$ cat config.mk
export PLATFORM = sky130hd
export DESIGN_NAME = fifo_rx
export DESIGN_NICKNAME = d
export VERILOG_FILES = /design/src/rtl/fifo_rx.sv
export SDC_FILE = /design/constraint.sdc
export NUM_CORES = 1
export LEC_CHECK = 0
export CORE_AREA = 2 2 291 293
export CTS_BUF_LIST = sky130_fd_sc_hd__clkbuf_2 sky130_fd_sc_hd__clkbuf_4 sky130_fd_sc_hd__clkbuf_8
export CTS_CLUSTER_DIAMETER = 200
export DETAILED_ROUTE_END_ITERATION = 16
export DIE_AREA = 0 0 293 295
export HOLD_SLACK_MARGIN = 0.05
export PLACE_DENSITY_LB_ADDON = 0.2
export RECOVER_POWER = 100
export SETUP_SLACK_MARGIN = 0.02
export SLEW_MARGIN = 20
export SYNTH_ARGS = -nofsm -noshare
export SYNTH_HDL_FRONTEND = slang
export SYNTH_SLANG_ARGS = --single-unit
$ cat constraint.sdc
create_clock -name clock -period 7.52 [get_ports clock]
set_input_delay 0.752 -clock clock [delete_from_list [all_inputs] [get_ports clock]]
set_output_delay 0.752 -clock clock [all_outputs]
set_load 0.005 [all_outputs]
$ cat src/rtl/fifo_rx.sv
// Receive FIFO for a link receiver: stores received characters for the host and
// manages flow-control credit by requesting FCTs from the local transmitter.
module fifo_rx #(
    parameter int DWIDTH = 9,
    parameter int AWIDTH = 6
) (
    input  logic              clock,
    input  logic              reset,
    input  logic              link_run,
    input  logic              wr_en,
    input  logic [DWIDTH-1:0] data_in,
    input  logic              rd_en,
    input  logic              fct_ack,
    output logic [DWIDTH-1:0] data_out,
    output logic              data_valid,
    output logic              f_full,
    output logic              f_empty,
    output logic [AWIDTH:0]   counter,
    output logic [AWIDTH-1:0] credit,
    output logic              fct_req,
    output logic              credit_err,
    output logic              overflow_err
);

    localparam int DEPTH = 2 ** AWIDTH;
    localparam logic [AWIDTH:0]   FULL_CNT  = (AWIDTH + 1)'(DEPTH);
    localparam logic [AWIDTH:0]   FCT_CHUNK = (AWIDTH + 1)'(8);
    // One more FCT is allowed only while credit stays at or below this level
    localparam logic [AWIDTH:0]   REQ_LIMIT = (AWIDTH + 1)'(DEPTH - 16);
    // Stored plus granted must leave room for a whole FCT worth of characters
    localparam logic [AWIDTH+1:0] OCC_LIMIT = (AWIDTH + 2)'(DEPTH - 8);

    typedef enum logic [0:0] {
        ST_IDLE = 1'b0,
        ST_REQ  = 1'b1
    } credit_state_t;

    logic [DWIDTH-1:0] mem_r [DEPTH];
    logic [AWIDTH-1:0] wr_ptr_r;
    logic [AWIDTH-1:0] rd_ptr_r;
    logic [AWIDTH:0]   counter_r;
    logic [AWIDTH-1:0] credit_r;
    logic [DWIDTH-1:0] data_out_r;
    logic              data_valid_r;
    logic              f_full_r;
    logic              f_empty_r;
    logic              fct_req_r;
    logic              credit_err_r;
    logic              overflow_err_r;
    credit_state_t     state_r;

    logic              wr_acc_s;
    logic              rd_acc_s;
    logic [AWIDTH:0]   counter_next_s;
    logic [AWIDTH:0]   credit_w_s;
    logic [AWIDTH:0]   credit_tmp_s;
    logic [AWIDTH-1:0] credit_next_s;
    logic [AWIDTH+1:0] occ_s;
    credit_state_t     state_next_s;

    assign wr_acc_s   = wr_en && (counter_r != FULL_CNT);
    assign rd_acc_s   = rd_en && (counter_r != {(AWIDTH + 1){1'b0}});
    assign credit_w_s = {1'b0, credit_r};
    assign occ_s      = {1'b0, counter_r} + {2'b00, credit_r};

    // Occupancy count for the next cycle from the accepted write/read pair
    always_comb begin
        counter_next_s = counter_r;
        case ({wr_acc_s, rd_acc_s})
            2'b10:   counter_next_s = counter_r + (AWIDTH + 1)'(1);
            2'b01:   counter_next_s = counter_r - (AWIDTH + 1)'(1);
            default: counter_next_s = counter_r;
        endcase
    end

    // Credit FSM next state and next credit value
    always_comb begin
        state_next_s  = state_r;
        credit_tmp_s  = credit_w_s;
        credit_next_s = credit_r;
        if (!link_run) begin
            state_next_s  = ST_IDLE;
            credit_next_s = {AWIDTH{1'b0}};
        end else begin
            case (state_r)
                ST_IDLE: begin
                    if ((credit_w_s <= REQ_LIMIT) && (occ_s <= OCC_LIMIT)) begin
                        state_next_s = ST_REQ;
                    end else begin
                        state_next_s = ST_IDLE;
                    end
                end
                ST_REQ: begin
                    if (fct_ack) begin
                        state_next_s = ST_IDLE;
                        credit_tmp_s = credit_w_s + FCT_CHUNK;
                    end else begin
                        state_next_s = ST_REQ;
                    end
                end
                default: begin
                    state_next_s = ST_IDLE;
                end
            endcase
            // Each stored character consumes one unit of credit, never below zero
            if (wr_acc_s && (credit_tmp_s != {(AWIDTH + 1){1'b0}})) begin
                credit_tmp_s = credit_tmp_s - (AWIDTH + 1)'(1);
            end else begin
                credit_tmp_s = credit_tmp_s;
            end
            credit_next_s = credit_tmp_s[AWIDTH-1:0];
        end
    end

    // Character storage; contents are not reset
    always_ff @(posedge clock) begin
        if (wr_acc_s) begin
            mem_r[wr_ptr_r] <= data_in;
        end
    end

    // Pointers, occupancy and flags
    always_ff @(posedge clock or negedge reset) begin
        if (!reset) begin
            wr_ptr_r  <= {AWIDTH{1'b0}};
            rd_ptr_r  <= {AWIDTH{1'b0}};
            counter_r <= {(AWIDTH + 1){1'b0}};
            f_empty_r <= 1'b1;
            f_full_r  <= 1'b0;
        end else begin
            if (wr_acc_s) begin
                wr_ptr_r <= wr_ptr_r + AWIDTH'(1);
            end
            if (rd_acc_s) begin
                rd_ptr_r <= rd_ptr_r + AWIDTH'(1);
            end
            counter_r <= counter_next_s;
            f_empty_r <= (counter_next_s == {(AWIDTH + 1){1'b0}});
            f_full_r  <= (counter_next_s == FULL_CNT);
        end
    end

    // Read data path with one-cycle latency
    always_ff @(posedge clock or negedge reset) begin
        if (!reset) begin
            data_out_r   <= {DWIDTH{1'b0}};
            data_valid_r <= 1'b0;
        end else begin
            data_valid_r <= rd_acc_s;
            if (rd_acc_s) begin
                data_out_r <= mem_r[rd_ptr_r];
            end
        end
    end

    // Credit FSM state, credit register and FCT request
    always_ff @(posedge clock or negedge reset) begin
        if (!reset) begin
            state_r   <= ST_IDLE;
            credit_r  <= {AWIDTH{1'b0}};
            fct_req_r <= 1'b0;
        end else begin
            state_r   <= state_next_s;
            credit_r  <= credit_next_s;
            fct_req_r <= (state_next_s == ST_REQ);
        end
    end

    // Sticky error flags, cleared only by reset
    always_ff @(posedge clock or negedge reset) begin
        if (!reset) begin
            credit_err_r   <= 1'b0;
            overflow_err_r <= 1'b0;
        end else begin
            if (wr_en && (credit_r == {AWIDTH{1'b0}})) begin
                credit_err_r <= 1'b1;
            end
            if (wr_en && (counter_r == FULL_CNT)) begin
                overflow_err_r <= 1'b1;
            end
        end
    end

    assign data_out     = data_out_r;
    assign data_valid   = data_valid_r;
    assign f_full       = f_full_r;
    assign f_empty      = f_empty_r;
    assign counter      = counter_r;
    assign credit       = credit_r;
    assign fct_req      = fct_req_r;
    assign credit_err   = credit_err_r;
    assign overflow_err = overflow_err_r;

endmodule

# == Yosys cells after proc, flatten, opt, wreduce, memory -nomap -nowiden ==
# Memories as Yosys holds them, arrays and structs flattened. A register that Yosys moved wholly into a read port is not among the register bits.
# Index checks and enable logic that the tools add are counted.
# totals
wordCells,49
output_inout_bits,28
ff_bits,31
mem_count,1
mem_bits_rw,576
# classes
n_bitwise,1
add_sub_neg,7
muxes,12
eq_ne,5
order_cmp,2
reduce_logical,11
# memory_table
memory,words,width,read_ports,rd_clocked_by_memory_dff,write_ports,line,source
mem_r,64,9,1,1,1,38,logic [DWIDTH-1:0] mem_r [DEPTH];
# op_table
cell,count
$mux 7,3
$eq 7x7->1 const B,2
$pmux 7 s2,1
$reduce_bool 7->1,2
$add 6x1->6 const B,2
$mux 6,2
$add 7x6->8,1
$le 8x6->1 const B,1
$add 6x4->7 const B,1
$add 7x1->7 const B,1
$logic_not 7->1,1
$ne 7x7->1 const B,1
$sub 7x1->7 const B,1
$le 6x6->1 const B,1
$logic_and 1x1->1,6
$logic_not 6->1,1
$sub 6x1->6 const B,1
$mux 1,5
$eq 2x1->1 const B,1
$eq 2x2->1 const B,1
$pmux 1 s2,1
$logic_not 1->1,1
$not 1->1,1

# == Logic depth before layout (Yosys ltp) ==
# Gate-level depths: netlist of the first run.
# logic_depth
depth_word,8
depth_mapped,13
ltp_nobuf,10

# == Worst setup path after synthesis of the first run ==
# OpenSTA, ideal clock, no wires.
# synth_path
path_type,reg2reg
start,register counter_r[3] (netlist: counter[3])
end,register f_full_r (netlist: f_full)
path_slack_ns,4.005
arrival_time_ns,3.421
n_path_buf,1
t_required_ns,7.426
path_stages_with_launch,12
setup_ns,0.094
period_less_slack_ns,3.515
path_cell_list,dfrtp_1 or4_4 o41a_4 inv_1 buf_4 ha_1 fa_1 a21o_1 a21oi_1 or4b_2 a31o_2 a211oi_1
# synth_between
elab_chain_cells,5
elab_cells_between_ends,10
classes_between,add/sub: 2; eq/ne: 4; mux: 1; reduce/logical: 3
# synth_rtl
element,line,source
start: declaration,41,logic [AWIDTH:0] counter_r;
start signal: assignment,127,counter_r <= {(AWIDTH + 1){1'b0}};
start signal: assignment,137,counter_r <= counter_next_s;
branches (longest 3 deep; another with $sub 7x1->7),-,
$pmux 7 s2 *,69,"case ({wr_acc_s, rd_acc_s})"
$eq 7x7->1 *,139,f_full_r <= (counter_next_s == FULL_CNT);
end signal: assignment,139,
end: declaration,45,logic f_full_r;
# Every way passes the cells marked *.
# A chain may end at the register's enable or synchronous reset.

==> results.txt, run 1 <==
----------------------------------------------------
[Die]
  Std cell rows ... 106
  DIE AREA ... 86,400 um2
  Number of primary I/O pins ... 43
  Initial core utilization ... 0.299
  Placeable core area ... about 83,000 um2
  Vertical die dimension ... between 200 and 300 um
  X dimension of the die ... roughly 290 um

[Clock network]
  Depth of the CTS H-tree ... 3
  CTS Sinks ... 616
  Clk buf depth ... 3
  Clock tree from TritonCTS ... done
  CTS Root Cell ... clkbuf_8
  Number of buffers inserted by post-CTS setup repair ... 0
  Post-CTS Hold Fix Bufs ... 0
  Worst-skew pair later-pin latency ... between 0.7 and 0.8 ns
  Num CTS Buffers ... 103
  Clock slew seen by the registers of the worst setup and hold paths ... about 0.060 ns
  Post-CTS Resized ... 0

[Power and ir drop]
  Pwr Density ... 358 nW/um2
  Psw ... around 3.3 mW
  IR drop worst, VDD ... 307 uV
  Overall Power ... 10.1 mW
  Clk network pwr share ... 0.277
  Static leakage power ... 8.99 nW
  Sequential cell fraction of total power ... 0.433
  Combinational Power Share ... 0.290
  Switching part of the total ... 0.332
  Internal Power ... 6.73 mW

[Yosys]
  Post-synthesis register bit count ... ~620
  Commonest cells post-synth ... 576 x edfxtp_1, 115 x mux4_2, 82 x nor2_1, 51 x mux2i_1, 46 x mux2_2
  Largest cells by area after synthesis ... edfxtp_1 70%, mux4_2 10%, dfrtp_1 3.9%
  Total standard cell area after synthesis ... 24,800 um2
  Number of cells produced by synthesis ... about 1,300
  Predominant post-synthesis flop cell ... edfxtp_1
  Number of distinct library cells after synthesis ... 75
  Post-Syn Area per Cell ... 19.3 um2
  Portion of the post-synthesis area used by sequential elements ... 0.737
  Post-synth EDFFs ... 576
  Synth Warn # ... 0
  Most numerous cell in the Yosys netlist ... edfxtp_1
  Ys async rst share ... 0.0649
  Yosys top cell by area ... edfxtp_1
  Post-synthesis net count ... 1,321
  Share of the synthesized area in the top cell type ... 0.697

[STA]
  RSZ-0062 raised after global routing ... false
  Relative slew margins ... -1.19
  Total Negative Setup Slacks ... 0 ns
  Highest Clock Rate ... 208 MHz
  Hold Fails Final Rpt ... 0
  Count of final setup violators ... 0
  Final slew viol count ... 684
  Setup skew after layout ... around 0.043 ns
  Final critical-path share of the clock period ... 0.640
  Minimum clock period after layout ... 4.81 ns
  Actual slew at the worst max-slew pin ... 3.29 ns

[Setup path]
  Standard cell with the maximum stage delay on the critical path ... dfrtp_1
  Cell class contributing the biggest share of worst-path delay ... flip-flops
  List of cells traversed by the critical path ... buf_4, and3b_1, a221oi_1, a22oi_1, o2111ai_1, nand2_1
  Req. time, crit path ... 8.12 ns
  Critical Path Max Stage Delay ... 2.27 ns
  Arrival time reported for the critical path endpoint ... between 5 and 6 ns
  Endpoint kind of the worst setup timing path ... flop
  Crit Path Max Fanout ... 57
  Startpoint types ... flop
  Worst Path Class, Setup ... flop to flop
  Critical path buffers and inverters ... 1

[Place]
  Placed wire-length estimate after detailed placement ... about 36 mm
  Global placement routability congestion ... 0.784
  Placed cell areas ... 26,300 um2
  Count of buffers from port buffering ... 42

[Drt]
  Routed vias/inst ... 4.96
  First-pass iteration count of the detailed router ... 5
  Post-detailed-routing wire length ... 62.1 mm
  Count of routing violations after the opening detailed-route iteration ... 910
  Count of nets left with antenna violations after detail routing ... 0
  Final routed wire length divided by cell count ... around 24 um
  DRC violation count after routing ... 0
  Total via count in the routed design ... 12,642

[Global routing]
  Initial antenna violation count ... 1
  Via count of the first global-routing pass ... around 13,000
  Pin count of the biggest net entering global routing ... 104
  Final global-route overflow total ... 0
  GRT Resource Usage Total ... 0.145
  First-pass GRT wire length ... 91.2 mm

[Finish]
  Area added between synthesis and finish ... 13.5%
  Design area ... 28,200 um2
  Layout cells sized above 1 ... 0.237
  Number of filler cells placed in the layout ... between 7,000 and 8,000
  Final net count ... 1,418
  Post-layout util ... 0.339

[Status]
  Run status ... finished with violations
  Violations in the final reports ... capacitance limit, slew limit

[Run]
  Count of max-cap constraint violations ... 11

[Min path]
  Min-Delay Path Class ... flop to flop

----------------------------------------------------
[cell families after synthesis]
kind of cell | count (synthesis) | share of synthesized area
flops | 616 | 0.737
mux | 215 | 0.148
simple gates | 198 | 0.0379
compound gates | 140 | 0.0433
buf+inv | 84 | 0.0186
fa+ha+maj | 19 | 0.0102
xor+xnor | 15 | 0.00529
[metrics by stage]
stage | hold slack [ns] | cells | setup WS, ns
floorplan | 0.456 | 1287 | 4.00
global placement | 0.454 | 2359 | 3.21
detailed placement | 0.454 | 2359 | 3.21
CTS | 0.217 | 2544 | 3.20
global route | 0.494 | 2545 | 2.48
finish | 0.461 | 2547 | 2.71
[layout make-up]
type / count / area, um2 / area share
Tap cell: 1080 / 1350 / 0.0480
Multi-Input combinational cell: 587 / 6050 / 0.215
Antenna cell: 3 / 7.51 / 0.000267
Inverter: 16 / 60.1 / 0.00213
Clock buffer: 140 / 1700 / 0.0602
Timing Repair Buffer: 60 / 479 / 0.0170
Sequential cell: 616 / 18300 / 0.650
Clock inverter: 45 / 218 / 0.00773
[path summary, 6_finish.rpt]
| path | startpoint | to | slack (ns) | cells past startpoint |
|---|---|---|---|---|
| min reg2reg | overflow_err | overflow_err | 0.46 | 1 |
| max in group asynchronous | reset | rd_ptr_r[0] | 4.96 | 1 |
| min in group asynchronous | reset | f_full | 0.82 | 1 |
| max | rd_ptr_r[1] | data_out[8] | 2.71 | 6 |
| min | overflow_err | overflow_err | 0.46 | 1 |
| max reg2reg | rd_ptr_r[1] | data_out[8] | 2.71 | 6 |
[sequential cells by signal (all words and copies together) (netlist names)]
register      count
counter           7
credit            6
credit_err        1
data_out          9
data_valid        1
f_empty           1
f_full            1
mem_r           576
overflow_err      1
rd_ptr_r          6
state_r           1
wr_ptr_r          6
[routing by layer]
layer,track usage,wire length (um),vias up
li1,-,-,5503
met1,0.200,28000,6703
met5,0,0,-
met3,0.0257,2930,102
met2,0.230,29800,334
met4,0.0487,1470,0
[power by group through the flow]
stage                     registers, mW  clock network [mW]  logic (mW)
after floorplan                    4.11                   0        2.18
after global placement             4.43                   0        2.97
after detailed placement           4.44                   0        2.97
after CTS                          4.37                2.88        2.98
after global routing               4.39                3.02        3.14
final                              4.36                2.79        2.93
[cells in the final DEF, fill, tap and decap left out, types with 13 or more instances in the layout]
cell type / instances
mux2_2: 45
o21ai_0: 13
clkbuf_4: 37
mux2i_1: 51
dfrtp_1: 36
ha_1: 17
dlygate4sd3_1: 28
mux4_2: 115
edfxtp_1: 576
a21oi_1: 23
nor2_1: 82
a221oi_1: 16
inv_1: 16
nand3_1: 19
clkbuf_8: 103
clkinv_1: 32
nand2_1: 44
(Power assumes the default switching activity.)
==> run 2: changes to the inputs <==
==> constraint.sdc (replaced) <==
create_clock -name clock -period 4.1 [get_ports clock]
set_input_delay 0.41 -clock clock [delete_from_list [all_inputs] [get_ports clock]]
set_output_delay 0.41 -clock clock [all_outputs]
set_load 0.005 [all_outputs]
==> run 2 against run 1 <==
Effect of this change:
- the flow still finishes with violations (capacitance limit, slew limit)
- sequential power is 84% higher
- first-iteration DRC count is 35% higher
- worst hold slack worse by 0.082 ns
- register-to-register slack worse by 2.4 ns
- combinational power is 87% higher
- global-route usage is 0.56 points higher
- setup slack worse by 2.4 ns
- sequential share of layout area is 1.1 points lower
- maximum frequency is 27% higher
- critical path type unchanged
- largest power group unchanged
==> results.txt, run 2 (synthesized netlist as in run 1, its figures left out) <==
----------------------------------------------------
[Power and ir drop]
  Overall Power ... roughly 19 mW
  Pwr Density ... between 600 and 700 nW/um2
  IR drop worst, VDD ... 345 uV
  Static leakage power ... 9.16 nW

[Place]
  Global placement routability congestion ... 0.802
  DP Cell Count ... 2,441
  Placed wire-length estimate after detailed placement ... 40.2 mm
  Post-Place Worst Slack ... 0.389 ns
  Count of buffers from port buffering ... 42

[Min path]
  Min-Delay Path Class ... primary input to flop
  Hold Path Depth ... 2
  WHS Endpoint ... state_r
  Startpoint of the lowest-slack hold path ... fct_ack

[Global routing]
  Via count of the first global-routing pass ... 13,284
  Pin count of the biggest net entering global routing ... 65
  First-pass GRT wire length ... about 94 mm
  GRT Resource Usage Total ... 0.150
  Final global-route overflow total ... 0
  Initial antenna violation count ... 7

[STA]
  Final critical-path share of the clock period ... 0.922
  Count of final setup violators ... 0
  Total Negative Setup Slacks ... 0 ns
  Highest Clock Rate ... 265 MHz
  Hold Fails Final Rpt ... 0
  Relative slew margins ... -1.03
  Minimum clock period after layout ... 3.78 ns
  Final slew viol count ... 616
  Actual slew at the worst max-slew pin ... 3.05 ns
  Setup skew after layout ... 0.0415 ns
  Minimum setup slack in the final design ... 0.321 ns
  RSZ-0062 raised after global routing ... false

[Die]
  Initial core utilization ... 0.299
  Vertical die dimension ... 295 um
  DIE AREA ... ~86,000 um2
  Std cell rows ... 106
  X dimension of the die ... a little under 300 um
  Placeable core area ... 83,200 um2
  Number of primary I/O pins ... 43

[Clock network]
  Worst-skew pair later-pin latency ... 0.72 ns
  Clock tree from TritonCTS ... done
  Num CTS Buffers ... 102
  CTS Sinks ... 616
  Clk buf depth ... 3
  Depth of the CTS H-tree ... 3
  CTS Root Cell ... clkbuf_8
  Clock slew seen by the registers of the worst setup and hold paths ... 0.06 ns

[Drt]
  Routed vias/inst ... 4.90
  Count of routing violations after the opening detailed-route iteration ... approximately 1,200
  Count of nets left with antenna violations after detail routing ... 0
  Post-detailed-routing wire length ... 64.5 mm
  Final routed wire length divided by cell count ... 24.5 um
  First-pass iteration count of the detailed router ... 5
  Total via count in the routed design ... 12,908
  DRC violation count after routing ... 0

[Setup path]
  List of cells traversed by the critical path ... or4_1, o41a_1, inv_1, ha_1, fa_1, a21o_1, a21oi_1, or4b_2, a31o_2, a211oi_1
  Startpoint types ... flop
  Cell class contributing the biggest share of worst-path delay ... simple AND/OR/NAND/NOR gates
  Req. time, crit path ... 4.71 ns
  Reg2Reg Setup Slack ... about 0.32 ns
  Critical Path Max Stage Delay ... approximately 0.64 ns
  Crit Reg-Reg Startpoint ... counter[3]
  Depth of the worst register-to-register path ... 10
  Crit Path Max Fanout ... 10
  Endpoint kind of the worst setup timing path ... flop
  Worst Path Class, Setup ... flop to flop
  Standard cell with the maximum stage delay on the critical path ... or4b_2
  Launch point of the worst path ... counter[3]
  Arrival time reported for the critical path endpoint ... 4.39 ns
  Critical path buffers and inverters ... 1
  Endpoint of the most critical register-to-register path ... f_full

[Run]
  Count of max-cap constraint violations ... 17

[Finish]
  Final non-filler cell total ... 2,632
  Area added between synthesis and finish ... 15.4%
  Register bank with the most flops ... mem_r
  Layout cells sized above 1 ... 0.232
  Final net count ... 1,500
  Post-layout util ... 0.344
  Most common cell after layout, fill and taps aside ... edfxtp_1
  Flip-flop count of the largest register after layout ... 576
  Commonest cells after routing, fill and taps aside ... 576 x edfxtp_1, 115 x mux4_2, 102 x clkbuf_8

[Status]
  Run status ... finished with violations
  Violations in the final reports ... capacitance limit, slew limit

----------------------------------------------------
[run 2: layout make-up]
type / instances / area [um2]
fillers: 7847 / 54500
inverters: 16 / 60.1
flip-flops and latches: 616 / 18300
multi-input cells: 587 / 6040
repair buffers: 143 / 857
clock inverters: 54 / 382
diodes: 3 / 7.51
well taps: 1080 / 1350
clock buffers: 133 / 1640
[run 2: per-layer routing]
layer,share of wire,GRT usage,vias to the layer above
met3,0.050,0.0266,83
met4,0.020,0.0483,0
met1,0.46,0.213,6839
met2,0.47,0.235,343
met5,0,0,-
li1,-,-,5643
[run 2: how the worst max path moves through the flow]
stage | to | slack (ns) | cells past startpoint
2_1_floorplan | f_full | 0.58 | 11
3_3_place_gp | f_full | 0.41 | 10
3_5_place_dp | f_full | 0.39 | 10
4_1_cts | f_full | 0.37 | 10
5_1_grt | f_full | 0.13 | 10
6_report | f_full | 0.32 | 10
[run 2: power by group]
group / internal [mW] / total, mW / switching [mW]
Clock: 2.83 / 5.35 / 2.52
Combinational: 2.47 / 5.48 / 3.01
Sequential: 7.25 / 8.01 / 0.760
Total: 12.6 / 18.8 / 6.29
[run 2: metrics by stage]
stage / cell area, um2 / hold slack (ns)
3_5_place_dp: 27000 / 0.459
2_1_floorplan: 24800 / 0.114
3_3_place_gp: 27000 / 0.453
4_1_cts: 29000 / 0.217
5_1_grt: 28600 / 0.402
6_report: 28600 / 0.380
[run 2: repair_timing]
action / in CTS / in global routing
gates resized for setup: 0 / 0
setup endpoints to repair: 0 / 0
hold buffers: 1 / 0
endpoints found under the hold margin: 39 / 0
setup buffers: 0 / 0
